==> src/rtl/rgb_stream_packer_if.sv <==
// Output pixel stream of the packer: valid/ready handshake with start-of-frame
// (tuser) and end-of-line (tlast) tags.
interface rgb_stream_packer_if #(
  parameter int PIXSIZE = 16
);
  logic                   m_tvalid;
  logic                   m_tready;
  logic [3*PIXSIZE-1:0]   m_tdata;
  logic                   m_tuser;
  logic                   m_tlast;

  modport master (output m_tvalid, m_tdata, m_tuser, m_tlast, input m_tready);
  modport slave  (input m_tvalid, m_tdata, m_tuser, m_tlast, output m_tready);
endinterface

==> src/rtl/rgb_stream_packer.sv <==
// Converts the debayer frame/line-valid pixel bus into a tagged valid/ready stream
// through a FWFT FIFO, with geometry checking and sticky overflow/error flags.
module rgb_stream_packer #(
  parameter int PIXSIZE = 16,
  parameter int ROW_W   = 13,
  parameter int COL_W   = 14,
  parameter int FIFO_AW = 4
) (
  input  logic                   clk,
  input  logic                   rst,
  input  logic                   c_en,
  input  logic [ROW_W:0]         c_rows,
  input  logic [COL_W:0]         c_cols,
  input  logic                   frame_valid,
  input  logic                   line_valid,
  input  logic [3*PIXSIZE-1:0]   pixel_data,
  rgb_stream_packer_if.master    axis,
  output logic [FIFO_AW:0]       fifo_level,
  output logic [15:0]            frame_cnt,
  output logic                   ovf_o,
  output logic                   err_line_o,
  output logic                   err_frame_o
);
  localparam int DW    = 3 * PIXSIZE;
  localparam int WW    = DW + 2;
  localparam int DEPTH = 1 << FIFO_AW;

  logic [COL_W:0]       cols_m1, col_cnt;
  logic [ROW_W:0]       rows_m1, row_cnt, row_adv;
  logic [15:0]          frame_adv;
  logic                 fv_q, acc_q, line_open;
  logic                 stg_vld;
  logic [WW-1:0]        stg_word;
  logic [WW-1:0]        mem [DEPTH];
  logic [FIFO_AW-1:0]   wr_ptr, rd_ptr;
  logic [WW-1:0]        head;
  logic                 accept, fv_fall, lv_fall, col_last, row_last, sof;
  logic                 full, pop, push;

  assign accept    = c_en & frame_valid & line_valid;
  assign fv_fall   = fv_q & ~frame_valid;
  assign lv_fall   = acc_q & frame_valid & ~line_valid;
  assign col_last  = (col_cnt == cols_m1);
  assign row_last  = (row_cnt == rows_m1);
  assign sof       = (row_cnt == '0) && (col_cnt == '0);
  assign row_adv   = row_last ? '0 : row_cnt + (ROW_W+1)'(1);
  assign frame_adv = row_last ? frame_cnt + 16'd1 : frame_cnt;

  assign full = (fifo_level == (FIFO_AW+1)'(DEPTH));
  assign pop  = axis.m_tvalid & axis.m_tready;
  // A pop on the same edge frees the slot the staged word needs.
  assign push = stg_vld & (~full | pop);

  always_ff @(posedge clk) begin
    if (rst) begin
      cols_m1     <= '0;
      rows_m1     <= '0;
      col_cnt     <= '0;
      row_cnt     <= '0;
      frame_cnt   <= '0;
      fv_q        <= 1'b0;
      acc_q       <= 1'b0;
      line_open   <= 1'b0;
      stg_vld     <= 1'b0;
      stg_word    <= '0;
      ovf_o       <= 1'b0;
      err_line_o  <= 1'b0;
      err_frame_o <= 1'b0;
    end else begin
      fv_q <= frame_valid;
      if (!c_en) begin
        cols_m1     <= c_cols - 1'b1;
        rows_m1     <= c_rows - 1'b1;
        col_cnt     <= '0;
        row_cnt     <= '0;
        frame_cnt   <= '0;
        acc_q       <= 1'b0;
        line_open   <= 1'b0;
        stg_vld     <= 1'b0;
        ovf_o       <= 1'b0;
        err_line_o  <= 1'b0;
        err_frame_o <= 1'b0;
      end else begin
        stg_vld <= accept;
        acc_q   <= accept;
        if (!line_valid) line_open <= 1'b0;
        if (stg_vld && full && !pop) ovf_o <= 1'b1;

        if (fv_fall) begin
          if (sof == 1'b0) begin
            err_frame_o <= 1'b1;
            col_cnt     <= '0;
            row_cnt     <= '0;
          end
        end else if (lv_fall) begin
          if (col_cnt != '0) begin
            err_line_o <= 1'b1;
            col_cnt    <= '0;
            row_cnt    <= row_adv;
            frame_cnt  <= frame_adv;
          end
        end else if (accept) begin
          stg_word  <= {sof, col_last, pixel_data};
          line_open <= 1'b1;
          // Pixel right after an eol pixel with no line gap: line was too long.
          if (col_cnt == '0 && line_open) err_line_o <= 1'b1;
          if (col_last) begin
            col_cnt   <= '0;
            row_cnt   <= row_adv;
            frame_cnt <= frame_adv;
          end else begin
            col_cnt <= col_cnt + (COL_W+1)'(1);
          end
        end
      end
    end
  end

  always_ff @(posedge clk) begin
    if (rst || !c_en) begin
      wr_ptr     <= '0;
      rd_ptr     <= '0;
      fifo_level <= '0;
    end else begin
      if (push) wr_ptr <= wr_ptr + 1'b1;
      if (pop)  rd_ptr <= rd_ptr + 1'b1;
      case ({push, pop})
        2'b10:   fifo_level <= fifo_level + (FIFO_AW+1)'(1);
        2'b01:   fifo_level <= fifo_level - (FIFO_AW+1)'(1);
        default: fifo_level <= fifo_level;
      endcase
    end
  end

  always_ff @(posedge clk) begin
    if (push) mem[wr_ptr] <= stg_word;
  end

  // Storage is not reset, so the head is masked while the FIFO is empty.
  assign head          = mem[rd_ptr];
  assign axis.m_tvalid = (fifo_level != '0);
  assign axis.m_tdata  = axis.m_tvalid ? head[DW-1:0] : '0;
  assign axis.m_tlast  = axis.m_tvalid & head[DW];
  assign axis.m_tuser  = axis.m_tvalid & head[DW+1];
endmodule

==> src/flat_wrapper.sv <==
// flat-port wrapper written by rule: the top's interface ports become plain ports
module rgb_stream_packer_flat 
#(
  parameter int PIXSIZE = 16,
  parameter int ROW_W   = 13,
  parameter int COL_W   = 14,
  parameter int FIFO_AW = 4
)
  (clk, rst, c_en, c_rows, c_cols, frame_valid, line_valid, pixel_data, fifo_level, frame_cnt, ovf_o, err_line_o, err_frame_o, axis_m_tvalid, axis_m_tdata, axis_m_tuser, axis_m_tlast, axis_m_tready);
  rgb_stream_packer_if #(.PIXSIZE(PIXSIZE)) axis_i ();
  input  logic clk;
  input  logic rst;
  input  logic c_en;
  input  logic [ROW_W:0] c_rows;
  input  logic [COL_W:0] c_cols;
  input  logic frame_valid;
  input  logic line_valid;
  input  logic [3*PIXSIZE-1:0] pixel_data;
  output logic [FIFO_AW:0] fifo_level;
  output logic [15:0] frame_cnt;
  output logic ovf_o;
  output logic err_line_o;
  output logic err_frame_o;
  output wire logic [$bits(axis_i.m_tvalid)-1:0] axis_m_tvalid;
  output wire logic [$bits(axis_i.m_tdata)-1:0] axis_m_tdata;
  output wire logic [$bits(axis_i.m_tuser)-1:0] axis_m_tuser;
  output wire logic [$bits(axis_i.m_tlast)-1:0] axis_m_tlast;
  input wire logic [$bits(axis_i.m_tready)-1:0] axis_m_tready;
  assign axis_m_tvalid = axis_i.m_tvalid;
  assign axis_m_tdata = axis_i.m_tdata;
  assign axis_m_tuser = axis_i.m_tuser;
  assign axis_m_tlast = axis_i.m_tlast;
  assign axis_i.m_tready = axis_m_tready;
  rgb_stream_packer #(.PIXSIZE(PIXSIZE), .ROW_W(ROW_W), .COL_W(COL_W), .FIFO_AW(FIFO_AW)) u_core (.clk(clk), .rst(rst), .c_en(c_en), .c_rows(c_rows), .c_cols(c_cols), .frame_valid(frame_valid), .line_valid(line_valid), .pixel_data(pixel_data), .axis(axis_i), .fifo_level(fifo_level), .frame_cnt(frame_cnt), .ovf_o(ovf_o), .err_line_o(err_line_o), .err_frame_o(err_frame_o));
endmodule
==> config.mk <==
export PLATFORM = sky130hd
export DESIGN_NAME = rgb_stream_packer_flat
export DESIGN_NICKNAME = d
export VERILOG_FILES = /design/src/rtl/rgb_stream_packer_if.sv /design/src/rtl/rgb_stream_packer.sv /design/src/flat_wrapper.sv
export SDC_FILE = /design/constraint.sdc
export NUM_CORES = 1
export LEC_CHECK = 0
export CAP_MARGIN = 20
export CORE_UTILIZATION = 65
export CTS_CLUSTER_SIZE = 16
export DETAILED_ROUTE_END_ITERATION = 8
export PLACE_DENSITY = 0.94
export SYNTH_ARGS = -nofsm -noshare
export SYNTH_HDL_FRONTEND = slang
export SYNTH_SLANG_ARGS = --single-unit
==> constraint.sdc <==
create_clock -name clk -period 16.1 [get_ports clk]
set_clock_uncertainty 0.1 [all_clocks]
set_input_delay 2.415 -clock clk [delete_from_list [all_inputs] [get_ports clk]]
set_output_delay 2.415 -clock clk [all_outputs]
set_load 0.02 [all_outputs]
# == Word-level counts from Yosys, hierarchy flattened ==
# Memories as Yosys holds them, arrays and structs flattened. A register that Yosys moved wholly into a read port is not among the register bits.
# Index checks and enable logic that the tools add are counted.
# totals
mem_count,1
wordCells,106
input_bits,83
mem_bits_rw,800
regBits,143
output_inout_bits,75
# op_classes
addsub,9
n_eq_ne,8
n_reduce_logical,24
bitwise,17
mux,32
# mem_list
name,depth,word_bits,rd,rd_ports_with_merged_regs,wr,line,text
u_core.mem,16,50,1,1,1,rgb_stream_packer.sv:34,logic [WW-1:0] mem [DEPTH];
# op_table
op,count
14-bit two-way mux,7
15-bit two-way mux,6
16-bit two-way mux,5
48-bit two-way mux,1
"16-bit by 1-bit adder with 16-bit output, second input constant",1
4-bit AND reduction,4
"15-bit by 1-bit adder with 15-bit output, second input constant",1
15-bit equality test,1
15-bit zero test,1
15-bit nonzero test,1
"15-bit by 1-bit subtractor with 15-bit output, second input constant",1
"14-bit by 1-bit adder with 14-bit output, second input constant",1
14-bit equality test,1
14-bit zero test,1
"14-bit by 1-bit subtractor with 14-bit output, second input constant",1
1-bit two-way mux,10
5-bit case mux with 2 select lines,1
1-bit bitwise AND,9
"4-bit by 1-bit adder with 4-bit output, second input constant",2
4-bit two-way mux,2
2-bit nonzero test,4
1-bit inverter,7
3-bit nonzero test,2
"5-bit by 1-bit adder with 5-bit output, second input constant",1
14 further kinds,19

# == Logic depth before layout (Yosys ltp) ==
# logic_depth
ltp_word,6
ltp_mapped,11
mapped_depth_nobuf,9

# == Worst setup path after synthesis ==
# No wires, ideal clock.
# synth_path
path_type,input-to-reg
from,input port axis_m_tready
to,memory u_core.mem[3][0] (netlist name) (enable)
path_buffers,1
arrival_time_ns,6.413
path_stages,4
setup_slack_ns,9.068
t_required_ns,15.481
setup_time_ns,0.519
path_cell_list,o31a_1 > clkbuf_1 > nand2_1 > nor3_1
# synth_between
elab_chain_len,5
# synth_rtl
element,line,text
from (decl),flat_wrapper.sv:28,input wire logic [$bits(axis_i.m_tready)-1:0] axis_m_tready;
1-bit bitwise AND,rgb_stream_packer.sv:50,assign pop = axis.m_tvalid & axis.m_tready;
1-bit OR,rgb_stream_packer.sv:52,assign push = stg_vld & (~full | pop);
1-bit bitwise AND,rgb_stream_packer.sv:52,
1-bit two-way mux,rgb_stream_packer.sv:136,if (push) mem[wr_ptr] <= stg_word;
1-bit two-way mux (implied by the code),rgb_stream_packer.sv:136,
to (decl),rgb_stream_packer.sv:34,
# Every way passes these cells.

==> metrics.md <==
| Metric | Value |
|---|---|
| Outcome | `complete, no violations` |
| Share of layout cells above drive strength 1 | `0.201` |
| Cell area after synthesis | `between 0.03 and 0.04 sq mm` |
| Post-synthesis mux area share | `0.155` |
| Worst slew margin | `0.221` |
| Port Buffers | `around 160` |
| Post-Layout Cell Count | `approximately 3000` |
| Synth Area in Compound Gates | `0.0246` |
| Hold Slack | `between 0.3 and 0.4 ns` |
| CTS H-tree lvls | `3` |
| Unrepaired setup endpoints after global routing | `false` |
| Mapped Cells | `2008` |
| Min setup slack post-route | `roughly 8.6 ns` |
| CP peak stage delay | `approximately 0.95 ns` |
| DRT Pass-1 Iters | `6` |
| Crit Path Class | `flip-flop to primary output` |
| Inserted Clock Buffers | `a little over 90` |
| Starting DRT DRC Count | `3104` |
| Register area share after synthesis | `0.726` |
| Remaining DRCs | `0` |
| Die area | `just under 0.06 sq mm` |
| Static leakage power | `around 13 nW` |
| Initial core utilization | `0.659` |
| Nets | `~2300` |
| Die H | `~240 um` |
| Prevailing post-synth register cell | `edfxtp_1` |
| Final count of negative-setup-slack endpoints | `0` |
| Hold Path Class | `flip-flop to flip-flop` |
| Total power | `around 5 mW` |
| Final Util | `0.757` |
| Syn avg cell area | `between 15 and 20 sq um` |
| Critical path depth | `7` |
| Routed vias/inst | `7.14` |
| Synth Area in Adders | `0.00472` |
| Deepest clock path buffer count | `3` |
| Register bit count reported by yosys | `947` |
| Routed wire length | `between 100000 and 150000 um` |
| Synth cell types | `51` |
| Critical path cell sequence | `buf_12, buf_4, buf_16, mux4_2, mux4_2, and2_1, clkdlybuf4s50_1` |
| Logic pwr share | `0.022` |
| Overall Global Routing Usage | `0.358` |
| P_sw | `around 1.1 mW` |
| Critical path capture point type | `primary output` |
| Post-route cell area | `about 0.043 sq mm` |
| Vias | `21470` |
| Syn nets | `approximately 2100` |
| FP Rows | `just under 90` |
| Post-synth EDFFs | `800` |
| Worst EP required | `around 14 ns` |
| Largest net degree at the start of global routing | `192` |
| Yosys top cell area share | `0.647` |
| Final hold vios | `0` |
| Dpl cells | `2836` |
| Setup WS pre-CTS | `around 8.9 ns` |
| Clk slew on worst S/H paths | `approximately 0.060 ns` |
| R2R depth | `5` |
| Crit-path max FO | `between 100 and 150` |
| DR WL/cell | `34.0 um` |
| Ys async rst share | `0` |
| Clock share of power | `0.449` |
| Placed Area | `~0.040 sq mm` |
| Synth Warn # | `0` |
| Gpl congestion | `roughly 0.84` |
| Area contributors post-synth | `edfxtp_1, mux4_2, dfxtp_1` |
| Period utilization | `0.465` |
| CTS tree | `built` |
| Max Freq | `0.134 GHz` |
| Root buffer cell | `clkbuf_16` |
| Core Area | `around 0.056 sq mm` |
| CP max stage cell | `dfxtp_4` |
| Net Sw Frac | `0.209` |
| Largest area contributor in the netlist | `edfxtp_1` |
| First-pass GRT wire length | `approximately 150000 um` |
| CTS Hold Buffers Added | `0` |
| Initial antenna violation count | `2` |
| Maxcap violations | `0` |
| DRT antenna net count | `0` |
| CP bufs+invs | `4` |
| Arrival @ worst endpoint | `around 5.0 ns` |
| Final min period | `roughly 7.5 ns` |
| # fillers | `2782` |
| Post-DP HPWL | `between 40000 and 50000 um` |
| PostCTS Resize Cnt | `0` |
| Cell depth of the worst hold path | `2` |
| Internal Power | `~4.0 mW` |
| Maximum vdd drop | `0.000104 V` |
| Slew Viols, Final | `0` |
| Ant. Diodes | `0` |
| Cell mode on critical path | `mux4_2` |
| Simple-gate portion of the synthesized area | `0.0551` |
| Main combinational cell family by area after synthesis | `multiplexers` |
| Clock Sinks | `~950` |
| Worst-Margin Slew | `1.17 ns` |
| Vias in the first global route | `around 22000` |
| Chip Width | `roughly 240 um` |
| Total grt overflow | `0` |
| Syn-to-layout area delta | `15.0%` |
| Pwr Density | `between 100 and 150 mW/mm^2` |
| Setup bufs post-CTS | `0` |
| CP top delay family | `buffers and inverters` |
| # IOs | `about 160` |
| Setup_tns | `0 ns` |
| CP Launch Type | `flip-flop` |
| Worst skew pair latency | `approximately 0.65 ns` |
| Xor-xnor portion of the synthesized cell area | `0.0200` |
| Reg power frac | `0.529` |
[layout by cell type, fill, tap and decap left out, types with 19 or more instances in the layout]
cell	synthesis	routed
edfxtp_1	800	800
mux4_2	250	250
clkdlybuf4s50_1	0	156
dfxtp_1	147	143
nand2_1	131	131
nor2_1	109	97
clkbuf_16	0	95
a21oi_1	88	88
and2_1	54	54
xor2_1	50	50
xnor2_1	35	35
buf_4	0	25
nand3_1	20	19
[Yosys cell counts, drive strengths merged, types with 18 or more instances]
| cell | count |
|---|---|
| a21oi | 88 |
| and2 | 54 |
| xor2 | 50 |
| nand2 | 131 |
| xnor2 | 35 |
| nand3 | 20 |
| nor2 | 109 |
| o21ai | 20 |
| edfxtp | 800 |
| mux4 | 250 |
| inv | 18 |
| buf | 42 |
| clkbuf | 69 |
| dfxtp | 147 |
[tightest hold or removal path, delay by kind of cell (launching register included)]
kind / cells / cell delay [ns]
and+or+nand+nor: 1 / 0.07
AOI/OAI and AO/OA: 1 / 0.05
DFF: 1 / 0.32
[final cells by class]
type / instances / area [sq um] / area share
Inverter: 18 / 67.6 / 0.00158
Timing Repair Buffer: 184 / 1820 / 0.0425
Clock buffer: 121 / 2550 / 0.0598
Tap cell: 756 / 946 / 0.0221
Sequential cell: 947 / 27000 / 0.632
Multi-Input combinational cell: 932 / 9760 / 0.229
Clock inverter: 49 / 582 / 0.0136
[cells by family (layout without fill, tap and decap cells)]
| group | count (synthesis) | in the layout |
|---|---|---|
| simple gates | 419 | 419 |
| xor+xnor | 85 | 85 |
| compound gates | 152 | 152 |
| buf+inv | 129 | 372 |
| flops | 947 | 947 |
| mux | 262 | 262 |
| fa+ha+maj | 14 | 14 |
[metal layers]
metal | up-vias | track usage | part of all wire
li1 | 8328 | - | -
met1 | 10868 | 0.460 | 0.34
met2 | 1900 | 0.579 | 0.50
met3 | 372 | 0.0826 | 0.11
met4 | 2 | 0.181 | 0.048
met5 | - | 0 | 0.00013
[sequential cells by signal, summed over array words and instances, names as in the netlist, named ones only]
name	count
u_core.col_cnt	15
u_core.cols_m1	15
u_core.err_frame_o	1
u_core.err_line_o	1
u_core.fifo_level	5
u_core.frame_cnt	16
u_core.fv_q	1
u_core.line_open	1
u_core.mem	800
u_core.ovf_o	1
u_core.rd_ptr	4
u_core.row_cnt	14
u_core.rows_m1	14
u_core.stg_vld	1
u_core.stg_word	50
u_core.wr_ptr	4
[power groups by stage]
stage          sequential [mW]  clock [mW]  combinational [mW]
6_report                  2.68        2.28               0.112
4_1_cts                   2.68        2.28               0.111
3_3_place_gp              2.72           0               0.103
3_5_place_dp              2.73           0               0.108
5_1_grt                   2.68        2.37               0.119
2_1_floorplan             2.72           0              0.0566
[worst paths after layout]
| path | from | to | slack [ns] |
|---|---|---|---|
| worst min-delay path | u_core.rows_m1[9] | u_core.rows_m1[9] | 0.39 |
| worst max register to register | u_core.fifo_level[1] | u_core.mem[8][47] | 12.68 |
| worst max-delay path | flip-flop | axis_m_tdata[35] | 8.61 |
| worst min register to register | u_core.rows_m1[9] | u_core.rows_m1[9] | 0.39 |
No activity file was read; power rests on OpenSTA's default activity.
